## src/rtl/index_scoreboard.sv

```systemverilog
// ---------------------------------------------------------------------------
// index_scoreboard
//
// Tracks NUM_WIRE slots as a registered occupancy vector. Binary indices
// arriving on the set port mark a slot busy, and indices on the clear port
// release it. Typical uses are a register-busy scoreboard or a free-slot
// tracker whose vector (or its inverse) feeds a priority encoder.
//
// Ports:
//   clk_i        rising-edge clock
//   arst_i       asynchronous reset, active high
//   flush_i      synchronous clear of all slots (highest priority)
//   set_index_i  slot to mark busy
//   set_valid_i  set request valid
//   set_ready_o  set can be accepted this cycle (combinational, valid-independent)
//   clr_index_i  slot to release
//   clr_valid_i  clear request valid (always accepted)
//   wire_o       registered occupancy vector, bit i = slot i busy
//   count_o      registered popcount of wire_o (0..NUM_WIRE)
//   full_o       registered, all slots busy
//   empty_o      registered, no slot busy
//   err_o        registered one-cycle pulse after an illegal request
// ---------------------------------------------------------------------------
module index_scoreboard #(
  parameter  int NUM_WIRE = 16,
  localparam int IDX_W    = $clog2(NUM_WIRE),
  localparam int CNT_W    = $clog2(NUM_WIRE + 1)
) (
  input  logic                clk_i,
  input  logic                arst_i,
  input  logic                flush_i,
  input  logic [IDX_W-1:0]    set_index_i,
  input  logic                set_valid_i,
  output logic                set_ready_o,
  input  logic [IDX_W-1:0]    clr_index_i,
  input  logic                clr_valid_i,
  output logic [NUM_WIRE-1:0] wire_o,
  output logic [CNT_W-1:0]    count_o,
  output logic                full_o,
  output logic                empty_o,
  output logic                err_o
);

  // Every value an IDX_W-bit index can take, so out-of-range indices read a
  // zero pad bit instead of falling off the end of wire_o.
  localparam int PAD_W = 1 << IDX_W;

  logic [PAD_W-1:0]    wire_pad;
  logic [PAD_W-1:0]    set_mask;
  logic [PAD_W-1:0]    clr_mask;
  logic                set_in_range;
  logic                clr_in_range;
  logic                set_fire;
  logic                clr_fire;
  logic [NUM_WIRE-1:0] wire_d;
  logic [CNT_W-1:0]    count_d;
  logic                full_d;
  logic                empty_d;
  logic                err_d;

  // NOTE: every signal written here gets a default first, so no path leaves
  // it unassigned and no latch is inferred.
  always_comb begin
    wire_pad               = '0;
    wire_pad[NUM_WIRE-1:0] = wire_o;

    set_in_range = 32'(set_index_i) < NUM_WIRE;
    clr_in_range = 32'(clr_index_i) < NUM_WIRE;

    // A busy slot is backpressure on the set port, never an error.
    set_ready_o = !flush_i && set_in_range && !wire_pad[set_index_i];
    set_fire    = set_valid_i && set_ready_o;

    // Clear legality is judged against the current vector, so a same-index
    // set and clear on a free slot still flags the clear as illegal.
    clr_fire = !flush_i && clr_valid_i && clr_in_range && wire_pad[clr_index_i];

    err_d = !flush_i &&
            ((clr_valid_i && !(clr_in_range && wire_pad[clr_index_i])) ||
             (set_valid_i && !set_in_range));

    set_mask = '0;
    clr_mask = '0;
    if (set_fire) set_mask[set_index_i] = 1'b1;
    if (clr_fire) clr_mask[clr_index_i] = 1'b1;

    if (flush_i) wire_d = '0;
    else         wire_d = (wire_o & ~clr_mask[NUM_WIRE-1:0]) | set_mask[NUM_WIRE-1:0];

    // Status flags come from next state so they register alongside wire_o.
    count_d = '0;
    for (int i = 0; i < NUM_WIRE; i++) begin
      count_d = count_d + CNT_W'(wire_d[i]);
    end
    full_d  = (count_d == CNT_W'(NUM_WIRE));
    empty_d = (count_d == '0);
  end

  // NOTE: sequential state uses non-blocking assignments so every register
  // samples the pre-edge values regardless of statement order.
  always_ff @(posedge clk_i or posedge arst_i) begin
    if (arst_i) begin
      wire_o  <= '0;
      count_o <= '0;
      full_o  <= 1'b0;
      empty_o <= 1'b1;
      err_o   <= 1'b0;
    end else begin
      wire_o  <= wire_d;
      count_o <= count_d;
      full_o  <= full_d;
      empty_o <= empty_d;
      err_o   <= err_d;
    end
  end

endmodule

```

## config.mk

```make
export PLATFORM = sky130hd
export DESIGN_NAME = index_scoreboard
export DESIGN_NICKNAME = d
export VERILOG_FILES = /design/src/rtl/index_scoreboard.sv
export SDC_FILE = /design/constraint.sdc
export NUM_CORES = 1
export LEC_CHECK = 0
export ABC_AREA = 1
export BUFFER_PORTS_ARGS = -buffer_cell sky130_fd_sc_hd__buf_2
export CAP_MARGIN = 20
export CORE_UTILIZATION = 46
export DETAILED_ROUTE_END_ITERATION = 16
export PLACE_DENSITY = 0.68
export SLEW_MARGIN = 40
export SYNTH_ARGS = -nofsm -noshare
export SYNTH_HDL_FRONTEND = slang
export SYNTH_SLANG_ARGS = --single-unit
```

## constraint.sdc

```tcl
create_clock -name clk_i -period 5.7 [get_ports clk_i]
set_clock_uncertainty 0.1 [all_clocks]
set_input_delay 1.14 -clock clk_i [delete_from_list [all_inputs] [get_ports clk_i]]
set_output_delay 1.14 -clock clk_i [all_outputs]
set_load 0.05 [all_outputs]
```

---- Yosys cells after proc, flatten, opt, wreduce, memory -nomap -nowiden ----
Index checks and enable logic that the tools add are counted.
operators by class
  add/sub/neg operators ................... 15
  $lt $le $gt $ge ......................... 4
  equal/unequal tests ..................... 1
  mux-type cells .......................... 11
  bitwise logic cells ..................... 3
  reductions and logical operators ........ 12
operators with widths
  cell                                                 count
  adder 5 x 1 -> 5 bit                                 11
  two-way mux 16 bit                                   3
  bitwise AND 16 bit                                   1
  inverter 16 bit                                      1
  OR 16 bit                                            1
  < comparator 4 x 5 -> 1 bit, second input constant   2
  binary-select mux 1 bit (select 4 bit)               2
  demux 1 bit (select 4 bit)                           2
  >= comparator 4 x 1 -> 1 bit, second input constant  2
  logical AND 1 bit                                    8
  adder 4 x 1 -> 5 bit                                 1
  equality test 5 bit, second input constant           1
  zero test 5 bit                                      1
  adder 3 x 1 -> 4 bit                                 1
  two-way mux 1 bit                                    4
  adder 2 x 1 -> 3 bit                                 1
  zero test 1 bit                                      3
  adder 1 x 1 -> 2 bit                                 1
storage, ports and cells
  register bits after elaboration ......... 24
  input port bits ......................... 13
  output and inout bits ................... 25

---- Depth between registers and ports, before layout ----
Gate-level depths: netlist (run 1).
  depth after elaboration ................. 25
  gate-level depth with buffers ........... 28
  mapped depth without buffers ............ 27

---- Least setup slack after synthesis (run 1) ----
Ideal clock, no wire load.
  path kind ............................... input to register
  from .................................... in clr_index_i[0]
  to ...................................... reg full_o
  library setup time ...................... 64 ps
  data arrival time ....................... 5159 ps
  slack ................................... 377 ps
  stages .................................. 25
  path through ............................ buf_4 -> nand2_1 -> nand2_1 -> nand2_1 -> nand2_1 -> nand2_1 -> nand2_1 -> inv_1 -> nand2_2 -> buf_4 -> nand3_1 -> nand2_1 -> a21oi_1 -> fa_1 -> inv_1 -> fa_1 -> fa_1 -> inv_1 -> fa_1 -> ha_1 -> inv_1 -> fa_1 -> o21ai_0 -> nand3_1 -> inv_1
on the way
  longest elaborated chain between the ends .. 25
  elaborated cells between the ends (all ways) .. 29
ends and longest elaborated chain
  what                                                                                               line  source
  start, declared                                                                                    35    input logic [IDX_W-1:0] clr_index_i,
  < comparator 4 x 5 -> 1 bit (not written as such) or >= comparator 4 x 1 -> 1 bit (tied branches)  85    if (clr_fire) clr_mask[clr_index_i] = 1'b1;
  logical AND 1 bit (not written as such)                                                            85
  two-way mux 1 bit (not written as such)                                                            85
  demux 1 bit (select 4 bit)                                                                         85
  two-way mux 16 bit *                                                                               85
  inverter 16 bit *                                                                                  88    else wire_d = (wire_o & ~clr_mask[NUM_WIRE-1:0]) | set_mask[NUM_WIRE-1:0];
  bitwise AND 16 bit *                                                                               88
  OR 16 bit *                                                                                        88
  (+1 left out)                                                                                      --
  via wire_d[0]                                                                                      55    logic [NUM_WIRE-1:0] wire_d;
  adder 1 x 1 -> 2 bit *                                                                             93    count_d = count_d + CNT_W'(wire_d[i]);
  adder 2 x 1 -> 3 bit *                                                                             93
  adder 3 x 1 -> 4 bit *                                                                             93
  adder 4 x 1 -> 5 bit *                                                                             93
  adder 5 x 1 -> 5 bit * (11 in series)                                                              93
  via count_d[4]                                                                                     56    logic [CNT_W-1:0] count_d;
  equality test 5 bit *                                                                              95    full_d = (count_d == CNT_W'(NUM_WIRE));
  via full_d                                                                                         57    logic full_d;
  end signal, assigned                                                                               111   full_o <= full_d;
  end, declared                                                                                      39    output logic full_o,
Mark *: on every way through the listed nets, which the timed path passes. The rest lies on a longest branch. The select of a mux whose other input is x is not followed.

---- Final worst setup path (run 1) ----
  from .................................... in set_index_i[1]
  to ...................................... reg empty_o
on the way
  elaborated cells between the ends (all ways) .. 29
RTL lines
  what                                                                 line  source
  start, declared                                                      32    input logic [IDX_W-1:0] set_index_i,
  branches (longest 5 deep; another with < comparator 4 x 5 -> 1 bit)  --
  two-way mux 16 bit *                                                 84    if (set_fire) set_mask[set_index_i] = 1'b1;
  OR 16 bit *                                                          88
  two-way mux 16 bit *                                                 87    if (flush_i) wire_d = '0;
  via wire_d[7]                                                        55
  adder 5 x 1 -> 5 bit * (9 in series)                                 93
  via count_d[2]                                                       56
  zero test 5 bit *                                                    96    empty_d = (count_d == '0);
  via empty_d                                                          58    logic empty_d;
  end signal, assigned                                                 112   empty_o <= empty_d;
  end, declared                                                        40    output logic empty_o,
Mark *: on every way through the listed nets, which the timed path passes. The select of a mux whose other input is x is not followed.

==> flow_summary.toml, run 1 <==
[clock_tree]
ctsLongestPathBuffers = 2
numCtsBuffers = 3
ctsRootBufferMaster = "clkbuf_8"
path_clk_slew_ps = 80
cts_tree = "built"
cts_max_level = 1
clock-sinks = 24
clock_latency_ps = 260
holdBufCountCts = 0

[timing]
slew-limit-headroom_pct = 62.8
min_period_over_period_pct = 94.7
slew_violations = 0
setup_viol = 0
worst_pin_slew_ps = 555
fin_tns_setup_ps = 0
hold_viol = 0
min_period_ps = 5400
clock.fmax_ghz = 0.185

[setup_path]
crit_slowest_cell = "fa_1"
critical_path_arrival_ps = 5490
cp_top_family = "adder cells"
crit_fanout = 16
cpMostUsedCell = "fa_1"
max_stage_delay_ps = 510
crit_path_end_kind = "flip-flop"
crit_required_ps = 5790
crit_type = "in -> reg"
critPathBufInv = 6
cp-start-kind = "input port"
crit_path_cell_trace = "buf_2 -> inv_2 -> nor2_1 -> nand2_1 -> nand4_1 -> nand2_1 -> nand2_2 -> inv_2 -> nand4_1 -> a21oi_1 -> fa_1 -> inv_1 -> fa_1 -> fa_1 -> inv_1 -> fa_1 -> ha_1 -> inv_1 -> fa_1 -> xnor2_1 -> nor2_1 -> nand2_1 -> nor2_1"

[grt]
grt_pass1_wl_mm = 7.89
grt_max_degree = 25
overflow = 0
grt_pass1_vias = 1761
grt_usage_pct = 23.5
antenna_found_initial = 0

[cells_and_area]
layout_commonest_cell = "nand2_1"
finalNonFillerCells = 392
drive_above_1_share_pct = 18.4
nNetsFinal = 371
final_cell_mix = "nand2_1, nor2_1, buf_2"
syn_to_final_growth_pct = 14.9
num_antenna_cells = 0

[detailed_routing]
drc = 0
detail-route-antenna-nets = 0
vias = 2048
viasPerCell = 5.22
post_drt_wl_per_cell_um = 13.2
drt_iter0_drc = 134
drt-total-wl_mm = 5.19
drtPass1Iterations = 4

[synth]
synth.ff_latch_count = 24
synth_cell_types = 25
ys_warn_count = 0
synth_top_area_share_pct = 28.4
synth_area_leaders = "dfrtp_1, nand2_1, fa_1"
netlist_instances = 302
ys_seq_area_share_pct = 29.7
syn_nets = 330
yosys.area.top_type = "dfrtp_1"
synth.avg_cell_area_um2 = 6.71
syn_area_mm2 = 0.00203

[floorplanning]
dieWidth_um = 68.4
row_count = 23
core_mm2 = 0.00412
start_util_pct = 49.3
die-area_mm2 = 0.00468
die_h_um = 68.4
ioPinCount = 38

[placed_design]
placed_cells = 386
post-dp-hpwl_mm = 4.29
place_congestion = 0.909
port_buffers = 37

[power_and_ir_drop]
p_leak_nw = 1.25
powerDensity_mw_per_mm2 = 156
ir_worst_vdd_v = 0.000107
power_mw = 0.362

[run]
maxCapViolations = 0

[run_status]
status = "finished, final reports clean"

[min_path]
hold_path_class = "reg -> reg"
==> Yosys cell counts <==
master      n
a21oi_1    17
buf_2       1
buf_4       2
buf_6       3
buf_8       1
clkbuf_1    3
dfrtp_1    23
dfstp_2     1
fa_1       10
ha_1        5
inv_1      36
inv_2       3
nand2_1   102
nand2_2     2
nand3_1    21
nand3_2     1
nand4_1    17
nor2_1     42
nor2_2      2
nor2_4      1
nor3_1      2
o21ai_0     4
o21ai_1     1
xnor2_1     1
xor2_1      1
==> layout make-up <==
type | instances | area (µm²)
fillers | 425 | 1790
multi-input cells | 230 | 1220
flip-flops and latches | 24 | 602
repair buffers | 45 | 248
inverters | 39 | 146
well taps | 50 | 62.6
clock buffers | 4 | 45.0
==> worst paths after layout <==
path	start	to	slack [ps]	depth (start not counted)
worst max-delay path	set_index_i[1]	empty_o$_DFF_PP1_	300	23
worst min-delay path	wire_o[11]$_DFF_PP0_	wire_o[11]$_DFF_PP0_	520	2
worst max register to register	wire_o[5]$_DFF_PP0_	empty_o$_DFF_PP1_	930	22
worst min register to register	wire_o[11]$_DFF_PP0_	wire_o[11]$_DFF_PP0_	520	2
max in group asynchronous	arst_i	empty_o$_DFF_PP1_	4340	2
min in group asynchronous	arst_i	wire_o[9]$_DFF_PP0_	790	2
==> repair_timing <==
| action | CTS | global route |
|---|---|---|
| gates resized for setup | 0 | 7 |
| setup endpoints to repair | 0 | 3 |
| buffers inserted | 0 | 1 |
==> cell families after synthesis <==
family,synth area share (%)
AOI/OAI and AO/OA,5.43
xor gates and xnor gates,0.864
adders and majority gates,13.0
buffers and inverters,11.2
DFF,29.7
and+or+nand+nor,39.9
==> worst register-to-register path, cell delays in order (launching register included) <==
cell     delay, ps
dfrtp_1        430
nand2_1         80
o21ai_0        100
nand2_1         80
nand2_1         50
nand2_1         60
nand2_2         70
inv_2          200
nand4_1        140
a21oi_1        340
fa_1           450
inv_1           80
fa_1           430
fa_1           510
inv_1           40
fa_1           480
ha_1           160
inv_1           50
fa_1           390
xnor2_1        160
nor2_1         160
nand2_1         60
nor2_1          80
==> routing by layer <==
metal	share of wire (%)	vias to the layer above	GRT usage [%]
met5	0	-	0
met4	2.1	0	8.59
met3	5.7	8	2.00
met2	48	82	40.2
met1	44	927	30.8
li1	-	1031	-
==> stage by stage <==
step | hold WS, ps | setup WS (ps) | utilization (%) | cell area [µm²]
2_1_floorplan | 710 | 377 | - | 2030
3_3_place_gp | 499 | -75.3 | 54.6 | 2250
3_5_place_dp | 501 | -105 | 54.6 | 2250
4_1_cts | 514 | 157 | 55.7 | 2290
5_1_grt | 535 | -13.3 | 56.6 | 2330
6_report | 518 | 303 | 56.6 | 2330
==> power breakdown <==
group | internal [mW] | total (mW) | switching [mW]
Combinational | 0.0219 | 0.0849 | 0.0630
Sequential | 0.176 | 0.179 | 0.00274
Clock | 0.0498 | 0.0983 | 0.0486
Total | 0.248 | 0.362 | 0.114
==> sequential cells by signal (all words and copies together), names as in the netlist <==
signal / flops
wire_o: 16
empty_o: 1
count_o: 5
err_o: 1
full_o: 1
Power figures use the tool's default switching activity.
==> run 2: changes to the inputs <==
--- a/config.mk
+++ b/config.mk
@@ -5,12 +5,11 @@
 export SDC_FILE = /design/constraint.sdc
 export NUM_CORES = 1
 export LEC_CHECK = 0
-export ABC_AREA = 1
 export BUFFER_PORTS_ARGS = -buffer_cell sky130_fd_sc_hd__buf_2
 export CAP_MARGIN = 20
 export CORE_UTILIZATION = 46
 export DETAILED_ROUTE_END_ITERATION = 16
-export PLACE_DENSITY = 0.68
+export PLACE_DENSITY = 0.69
 export SLEW_MARGIN = 40
 export SYNTH_ARGS = -nofsm -noshare
 export SYNTH_HDL_FRONTEND = slang
==> flow_summary.toml, run 2 <==
[run_status]
status = "finished, violations left"
violations = "setup timing"

[floorplanning]
die_h_um = 63.1
start_util_pct = 49.5
die-area_mm2 = 0.00398
core_mm2 = 0.00347
dieWidth_um = 63.1
ioPinCount = 38
row_count = 21

[detailed_routing]
drt_iter0_drc = 59
vias = 1554
viasPerCell = 5.80
met1_length_mm = 1.96
dr_wl_met3_um = 219
drc = 0
wl_met2_mm = 2.39
highest_layer = "met4"
drtPass1Iterations = 4
post_drt_wl_per_cell_um = 17.4
drt-total-wl_mm = 4.68
detail-route-antenna-nets = 0

[clock_tree]
cts_max_level = 1
holdBufCountCts = 0
numCtsBuffers = 3
cts_tree = "built"
clock-sinks = 24
ctsLongestPathBuffers = 2
path_clk_slew_ps = 80
ctsRootBufferMaster = "clkbuf_8"
clock_latency_ps = 260

[setup_path]
cpMostUsedCell = "fa_1"
cp_top_family = "adder cells"
r2r_start = "wire_o[15]$_DFF_PP0_"
crit_path_end_kind = "flip-flop"
crit_slowest_cell = "fa_2"
ff2ff_path_depth = 16
crit_type = "in -> reg"
crit_path_cell_trace = "buf_12 -> mux4_2 -> or4_4 -> o21ai_4 -> fa_1 -> inv_2 -> fa_1 -> fa_1 -> inv_1 -> fa_1 -> ha_2 -> inv_2 -> fa_2 -> inv_2 -> or3_4 -> nor4b_4"
crit_required_ps = 5770
critical_path_arrival_ps = 5830
critPathBufInv = 5
max_stage_delay_ps = 520
reg2reg_slack_ps = 470
cp-start-kind = "input port"
worst_r2r_endpoint = "full_o$_DFF_PP0_"
cp_num_cells = 16
crit_fanout = 6

[synth]
async_reset_ff_share_pct = 100
netlist_instances = 154
synth.ff_latch_count = 24
yosys.cell_count.top_type = "dfrtp_1"
syn_area_mm2 = 0.00172
syn_nets = 182
synth_cell_types = 42
ys_seq_area_share_pct = 35.0
synth_area_leaders = "dfrtp_1, fa_1, mux4_2"
synth_common_cells = "dfrtp_1, inv_1, o21ai_1"
synth-edff-count = 0
synth-main-ff-cell = "dfrtp_1"
synth.avg_cell_area_um2 = 11.2
synth_top_area_share_pct = 33.5
yosys.area.top_type = "dfrtp_1"
ys_warn_count = 0

[power_and_ir_drop]
p_switching_mw = 0.139
powerDensity_mw_per_mm2 = 179
p_seq_share_pct = 43.4
pwr-share-clk_pct = 26.2
power.internal_mw = 0.289
p_comb_share_pct = 30.4
ir_worst_vdd_v = 0.000102
swShare_pct = 32.4
p_leak_nw = 1.15

[cells_and_area]
nFillCells = 271
final_cell_mix = "buf_2, buf_4, dfrtp_1"
layout_commonest_cell = "buf_2"
top_register = "wire_o"
nNetsFinal = 251
final_core_util_pct = 68.9
num_antenna_cells = 0
drive_above_1_share_pct = 48.6
reg_top3 = "wire_o: 16 flops, count_o: 5 flops"
largest_register_ffs = 16
syn_to_final_growth_pct = 39.1

[timing]
hold_viol = 0
rsz0062_at_grt = "true"
min_period_over_period_pct = 101
slew-limit-headroom_pct = 67.7
clock.fmax_ghz = 0.174
finalWorstSetupSlack_ps = -60.0
min_period_ps = 5760
worst_pin_slew_ps = 484
slew_violations = 0
setup_viol = 1

[grt]
grt_pass1_vias = 1591
overflow = 0
grt_max_degree = 25
antenna_found_initial = 0
grt_pass1_wl_mm = 7.69
grt_usage_pct = 25.4

[min_path]
hold_path_startpoint = "wire_o[8]$_DFF_PP0_"
hold_depth = 2
hold_path_class = "reg -> reg"
min_to = "wire_o[8]$_DFF_PP0_"

[run]
maxCapViolations = 0

[placed_design]
post-dp-hpwl_mm = 3.61
pre_cts_slack_ps = -518
place_congestion = 0.909
port_buffers = 37
run 2: changes by cell type in the layout (fill, tap and decap cells not counted), moves of 3 or more:
cell / previous run / this run
nand3_1: 21 / 0
o21ai_1: 2 / 9
nor2_1: 42 / 1
buf_4: 8 / 34
a21oi_1: 15 / 2
nand2_1: 101 / 3
mux4_2: 0 / 7
o211ai_1: 0 / 12
inv_1: 35 / 13
o21ai_4: 0 / 5
nand2b_1: 0 / 6
mux2i_1: 0 / 3
nand4_1: 17 / 0
o21a_1: 0 / 4
run 2: layout make-up:
type                       count  area (µm²)  area share (%)
timing repair buffer          72         467            19.5
multi-input combinational    104        1140            47.7
clock buffer                   4        55.1            2.30
tap                           46        57.6            2.41
sequential                    24         602            25.2
inverter                      18        67.6            2.83
run 2: tightest hold or removal path, stage by stage (launching register included):
cell      delay (ps)
dfrtp_1          430
o311ai_1         110
o21ai_0          100
run 2: routing by layer:
layer  vias to the layer above  track usage [%]
met4                         0             11.0
met1                       773             33.3
li1                        715                -
met5                         -                0
met2                        52             41.9
met3                        14             3.62
run 2: power by group through the flow:
stage	Clock, mW	Sequential [mW]	Combinational [mW]
5_1_grt	0.122	0.187	0.139
4_1_cts	0.115	0.186	0.126
3_3_place_gp	0	0.189	0.119
3_5_place_dp	0	0.189	0.120
2_1_floorplan	0	0.223	0.0487
6_report	0.112	0.186	0.130
run 2: metrics by stage:
stage / hold WS [ps] / area, µm² / power (mW) / cells / TNS (ps)
after CTS: 551 / 2320 / 0.427 / 267 / -75.0
after floorplan: 747 / 1730 / 0.271 / 154 / -173
after global routing: 603 / 2390 / 0.448 / 268 / -207
after global placement: 489 / 2180 / 0.308 / 262 / -734
final: 581 / 2390 / 0.428 / 268 / -60.0
after detailed placement: 533 / 2180 / 0.309 / 262 / -1070
run 2: worst max-delay path by stage:
stage	from	endpoint	slack [ps]
floorplan	set_index_i[0]	full_o$_DFF_PP0_	-90
finish	set_index_i[0]	full_o$_DFF_PP0_	-60
global route	clr_index_i[2]	full_o$_DFF_PP0_	-150
detailed placement	set_index_i[0]	full_o$_DFF_PP0_	-520
global placement	set_index_i[0]	full_o$_DFF_PP0_	-380
CTS	set_index_i[0]	full_o$_DFF_PP0_	-80
run 2: cells by family after synthesis:
family                     share of synthesized area [%]
buffers and inverters                               5.97
xor gates and xnor gates                            1.02
AOI/OAI and AO/OA                                   19.2
DFF                                                 35.0
muxes                                               11.5
and+or+nand+nor                                     11.9
adders and majority gates                           15.3
run 2: repair_timing:
item,CTS,global route
endpoints found under the setup margin,2,2
gates resized for setup,18,12
pin swaps,1,2
buffers inserted,1,1
